File: config.mk
export PLATFORM = sky130hd
export DESIGN_NAME = param_traffic_light_ctrl
export DESIGN_NICKNAME = d
export VERILOG_FILES = /design/src/rtl/traffic_pkg.sv /design/src/rtl/tl_phase_timer.sv /design/src/rtl/param_traffic_light_ctrl.sv
export SDC_FILE = /design/constraint.sdc
export NUM_CORES = 1
export LEC_CHECK = 0
export CORE_ASPECT_RATIO = 1.1
export CORE_MARGIN = 2
export CORE_UTILIZATION = 45
export DETAILED_ROUTE_END_ITERATION = 12
export PLACE_DENSITY = 0.83
export REMOVE_ABC_BUFFERS = 1
export SLEW_MARGIN = 20
export SYNTH_ARGS = -nofsm -noshare
export SYNTH_HDL_FRONTEND = slang
export SYNTH_SLANG_ARGS = --single-unit
export TNS_END_PERCENT = 20
File: constraint.sdc
create_clock -name clk -period 2.9 [get_ports clk]
set_input_delay 0.58 -clock clk [delete_from_list [all_inputs] [get_ports clk]]
set_output_delay 0.58 -clock clk [all_outputs]
set_load 0.02 [all_outputs]
File: src/rtl/traffic_pkg.sv
// State codes and lamp encodings shared by the traffic light controller and its bench.
// Lamp vectors are {red,yellow,green}.
package traffic_pkg;

   localparam logic [2:0] NS_G  = 3'd0;
   localparam logic [2:0] NS_Y  = 3'd1;
   localparam logic [2:0] RED_A = 3'd2;
   localparam logic [2:0] EW_G  = 3'd3;
   localparam logic [2:0] EW_Y  = 3'd4;
   localparam logic [2:0] RED_B = 3'd5;
   localparam logic [2:0] PED_W = 3'd6;

   localparam logic [2:0] RED = 3'b100;
   localparam logic [2:0] YEL = 3'b010;
   localparam logic [2:0] GRN = 3'b001;

endpackage

File: src/rtl/tl_phase_timer.sv
// Cycles-in-state counter: 0 on the cycle after clr_i, +1 per cycle, saturates at all-ones.
// Latency one cycle (registered); no backpressure.
module tl_phase_timer #(
   parameter int CNT_W = 8
) (
   input  logic             clk,
   input  logic             rst,
   input  logic             clr_i,
   output logic [CNT_W-1:0] cnt_o
);

   logic [CNT_W-1:0] cnt_q, cnt_d;

   always_comb begin
      cnt_d = cnt_q;
      if (clr_i) begin
         cnt_d = '0;
      end else if (cnt_q != {CNT_W{1'b1}}) begin
         cnt_d = cnt_q + CNT_W'(1);
      end
   end

   always_ff @(posedge clk) begin
      if (!rst) begin
         cnt_q <= '0;
      end else begin
         cnt_q <= cnt_d;
      end
   end

   assign cnt_o = cnt_q;

endmodule

File: src/rtl/param_traffic_light_ctrl.sv
// Sensor-actuated NS/EW traffic light FSM; lamps are a Moore decode of the state register (1-cycle latency).
// No backpressure; TRAFFIC_PED_EN enables the latched pedestrian walk phase after EW service.
module param_traffic_light_ctrl
   import traffic_pkg::*;
#(
   parameter int CNT_W   = 8,
   parameter int NS_GMIN = 8,
   parameter int NS_GMAX = 32,
   parameter int EW_GMIN = 4,
   parameter int EW_GMAX = 16,
   parameter int YEL_T   = 3,
   parameter int RED_T   = 2,
   parameter int PED_T   = 6
) (
   input  logic             clk,
   input  logic             rst,
   input  logic             ew_car,
   input  logic             ped_req,
   output logic [2:0]       NS_light,
   output logic [2:0]       EW_light,
   output logic             ped_walk,
   output logic [CNT_W-1:0] clk_count,
   output logic [2:0]       state,
   output logic [2:0]       prev_state
);

   localparam longint DUR_LIM = 64'(1) << CNT_W;

   if (NS_GMIN < 1 || longint'(NS_GMIN) > DUR_LIM || NS_GMAX < 1 || longint'(NS_GMAX) > DUR_LIM ||
       EW_GMIN < 1 || longint'(EW_GMIN) > DUR_LIM || EW_GMAX < 1 || longint'(EW_GMAX) > DUR_LIM ||
       YEL_T < 1 || longint'(YEL_T) > DUR_LIM || RED_T < 1 || longint'(RED_T) > DUR_LIM ||
       PED_T < 1 || longint'(PED_T) > DUR_LIM) begin : g_dur_check
      $error("param_traffic_light_ctrl: every duration must lie in 1..2**CNT_W");
   end

   localparam logic [CNT_W-1:0] NS_GMIN_C = CNT_W'(NS_GMIN - 1);
   localparam logic [CNT_W-1:0] NS_GMAX_C = CNT_W'(NS_GMAX - 1);
   localparam logic [CNT_W-1:0] EW_GMIN_C = CNT_W'(EW_GMIN - 1);
   localparam logic [CNT_W-1:0] EW_GMAX_C = CNT_W'(EW_GMAX - 1);
   localparam logic [CNT_W-1:0] YEL_C     = CNT_W'(YEL_T - 1);
   localparam logic [CNT_W-1:0] RED_C     = CNT_W'(RED_T - 1);
   localparam logic [CNT_W-1:0] PED_C     = CNT_W'(PED_T - 1);

   logic [2:0]       state_q, state_d, prev_q;
   logic             ew_dem_q, ew_dem_d, ped_dem_q, ped_dem_d;
   logic             trans;
   logic [CNT_W-1:0] cnt;

   tl_phase_timer #(.CNT_W(CNT_W)) u_timer (
      .clk   (clk),
      .rst   (rst),
      .clr_i (trans),
      .cnt_o (cnt)
   );

   always_comb begin
      state_d = state_q;
      case (state_q)
         NS_G:    if (ew_dem_q && (cnt >= NS_GMIN_C || cnt == NS_GMAX_C)) state_d = NS_Y;
         NS_Y:    if (cnt == YEL_C) state_d = RED_A;
         RED_A:   if (cnt == RED_C) state_d = EW_G;
         EW_G:    if ((cnt >= EW_GMIN_C && !ew_car) || cnt == EW_GMAX_C) state_d = EW_Y;
         EW_Y:    if (cnt == YEL_C) state_d = RED_B;
         RED_B:   if (cnt == RED_C) state_d = ped_dem_q ? PED_W : NS_G;
         PED_W:   if (cnt == PED_C) state_d = NS_G;
         default: state_d = RED_B;
      endcase
   end

   assign trans = (state_d != state_q);

   // Entering the serving phase clears its demand even if the request is still asserted.
   always_comb begin
      ew_dem_d = ew_dem_q;
      if (trans && state_d == EW_G) begin
         ew_dem_d = 1'b0;
      end else if (ew_car && state_q != EW_G) begin
         ew_dem_d = 1'b1;
      end
   end

`ifdef TRAFFIC_PED_EN
   always_comb begin
      ped_dem_d = ped_dem_q;
      if (trans && state_d == PED_W) begin
         ped_dem_d = 1'b0;
      end else if (ped_req && state_q != PED_W) begin
         ped_dem_d = 1'b1;
      end
   end
   assign ped_walk = (state_q == PED_W);
`else
   logic unused_ped_req;
   assign unused_ped_req = ped_req;
   assign ped_dem_d      = 1'b0;
   assign ped_walk       = 1'b0;
`endif

   always_ff @(posedge clk) begin
      if (!rst) begin
         state_q   <= RED_B;
         prev_q    <= RED_B;
         ew_dem_q  <= 1'b0;
         ped_dem_q <= 1'b0;
      end else begin
         state_q   <= state_d;
         ew_dem_q  <= ew_dem_d;
         ped_dem_q <= ped_dem_d;
         if (trans) prev_q <= state_q;
      end
   end

   always_comb begin
      NS_light = RED;
      EW_light = RED;
      case (state_q)
         NS_G:    NS_light = GRN;
         NS_Y:    NS_light = YEL;
         EW_G:    EW_light = GRN;
         EW_Y:    EW_light = YEL;
         default: ;
      endcase
   end

   assign clk_count  = cnt;
   assign state      = state_q;
   assign prev_state = prev_q;

endmodule

==> impl_results.md, run 1 <==
* Global-route wire length before repair at 4090 um
* Startpoint types: register
* Die Width at 49.4 um
* Routed WL at 2390 um
* Post-synthesis xor/xnor area fraction at 3.44%
* DR pass1 iterations at 4
* Outcome: completed
* DRC errors left at 0
* ANT nets after route at 0
* Largest family of logic cells by synthesized area: simple AND/OR/NAND/NOR gates
* Post-DP HPWL at 1770 um
* Diode count at 0
* Post-CTS setup buffers at 0
* Netlist cell types at 46
* WS Path Type: reg2reg
* RSZ-0062 raised after global routing: false
* Final Cell Area at 1280 um^2
* Clk Tree Root Cell: clkbuf_4
* Vias in the first global route at 948
* GRT Total Usage at 19.8%
* Synth warn at 0
* Placed Instance Area at 1260 um^2
* Final Max Tran Viols at 0
* PwrDens at 783 nW/um^2
* H-Tree Depth at 1
* Clock skew at 6.94 ps
* Worst setup EP type: register
* Final Non-Filler Cells at 170
* Worst Tran Pin Value at 642 ps
* Fin nets at 148
* Post-synthesis compound-gate area fraction at 25.5%
* Initial Util at 46.2%
* Placed Cells at 166
* Sequential fraction of the synthesis area at 29.4%
* EDFF count, synth at 0
* Clock sink total at 15
* Largest cells by area after synthesis: dfxtp_1 29%, nor2_1 4.4%, a211oi_2 3.7%, ha_1 3.7%, o31a_1 3.4%
* CORE AREA at 2210 um^2
* Pwr Total at 1.00 mW
* Synth Instances at 120
* Clock slew at reported path FFs at 90 ps
* Gp weighted congestion at 0.874
* Core Rows at 18
* Async S/R FF share, synth at 0%
* Vias per Instance at 5.71
* Syn Std Cell Area at 1020 um^2
* Die ar. at 2660 um^2
* Synth top area share at 29.4%
* Leak at 0.468 nW
* Wire per inst at 14.0 um
* 1st-iter DRT viols at 18
* Simple-gate share of the synthesized area at 28.7%
* #FFs+latches synth at 15
* Initial antenna violation count at 0
* Setup tns final at 0 ps
* Final setup viols at 0
* Worst-skew pair later-pin latency at 280 ps
* Synthesized area per cell at 8.50 um^2
* Final hold violations at 0
* Crit path arrival time at 2710 ps
* Maximum fanout along the worst path at 9
* Fill cell count at 233
* FF+latch area at 300 um^2
* Yosys top cell by area: dfxtp_1
* Total CTS buffers at 3
* Die Ht at 53.9 um
* Crit path required time at 3110 ps
* Leading cell type in the layout, fill and taps excluded: clkdlybuf4s50_1
* Ys flop type: dfxtp_1
* Area of the multi-input gates at 661 um^2
* Post-synthesis mux area share at 3.07%
* Post-Synth Adder-Cell Area at 3.68%
* IO buf count at 22
* Ports at 25
* VDD IR-drop max at 0.000451 V
* Clk buf depth at 2
* Max Cap Viol at 0
* Layout cells sized above 1 at 10.0%
* GR Overflow Total at 0
* Via count at 970
* Rel. slew slack at 56.8%
* P&R area growth vs syn at 25.8%
* Min Clock Period, post-route at 2500 ps
* Cts hold-fix bufs at 0
* Min-Delay Path Class: reg2reg
* TritonCTS clock tree: yes
* Tcrit/Tclk final at 86.1%
* Largest net degree at the start of global routing at 18
* Commonest non-fill, non-tap cells in the layout: 22 x clkdlybuf4s50_1, 15 x dfxtp_1, 12 x nor2_1, 7 x nand2_1, 6 x inv_1
* Achievable frequency at 400 MHz
* CTS resizes at 0
[path summary, 6_finish.rpt]
kind / startpoint / end / slack, ps / cells past startpoint
min reg2reg: prev_state[1] / prev_state[1] / 470 / 2
max reg2reg: u_timer.cnt_o[4] / u_timer.cnt_o[2] / 400 / 5
max: u_timer.cnt_o[4] / u_timer.cnt_o[2] / 400 / 5
min: prev_state[1] / prev_state[1] / 470 / 2
[through the flow]
step | utilization, % | hold WS, ps | worst slack (ps)
6_report | 58.1 | 470 | 402
3_5_place_dp | 56.9 | 473 | 422
2_1_floorplan | - | 486 | 558
4_1_cts | 58.1 | 484 | 380
3_3_place_gp | 56.9 | 448 | 469
5_1_grt | 58.1 | 506 | 240
[where the power goes]
| group | internal [mW] | total [mW] | switching [mW] | leakage (nW) |
|---|---|---|---|---|
| logic | 0.278 | 0.596 | 0.318 | 0.331 |
| registers | 0.244 | 0.290 | 0.0456 | 0.122 |
| clock network | 0.0534 | 0.119 | 0.0660 | 0.0150 |
[state kept, by name (all words and copies together) (netlist names)]
signal / cells
ew_dem_q: 1
prev_state: 3
u_timer.cnt_o: 8
state: 3
[per-layer routing]
metal  global-route usage [%]  vias to the layer above  routed length (um)
li1                         -                      482                   -
met1                     22.1                      449                1030
met2                     38.7                       32                1210
met3                     3.06                        7                 109
met4                     6.94                        0                  42
met5                        0                        -                   0
[worst max-delay path: stages, from the launching register on]
cell and delay (ps):
dfxtp_1 370, or4_1 700, o31a_1 370, a2111oi_4 550, o221ai_4 240, a211oi_2 190
[cells in the mapped netlist (2+ instances only)]
cell type	number
nor2b_1	2
or4_1	2
nand3_1	4
o31a_1	4
nand2b_1	4
nand2_1	7
nor3b_1	2
o221ai_1	2
or2_2	2
dfxtp_1	15
and2_1	4
a211oi_2	3
nor3_1	3
xor2_1	3
a21oi_1	3
a31oi_1	2
inv_1	6
mux2i_1	2
nor2_1	12
nand4_1	4
ha_1	3
o211ai_1	3
clkbuf_1	4
o21ai_0	2
[cell families after synthesis]
logic type,count (synthesis)
and+or+nand+nor,52
AOI/OAI and AO/OA,28
DFF,15
buffers and inverters,14
xor gates and xnor gates,4
adders and majority gates,3
muxes,3
other,1
[final cells by class]
class / instances / share of cell area, %
repair buffers: 24 / 18.3
multi-input cells: 91 / 51.5
flip-flops and latches: 15 / 23.4
inverters: 6 / 1.76
clock buffers: 4 / 2.05
well taps: 30 / 2.93
No activity file was read; power rests on OpenSTA's default activity.
==> run 2, diff against run 1 <==
ABC_CLOCK_PERIOD_IN_PS = 2900   (was unset)
==> results of run 2 <==
No change in the layout: final DEF, timing and power equal those of run 1.
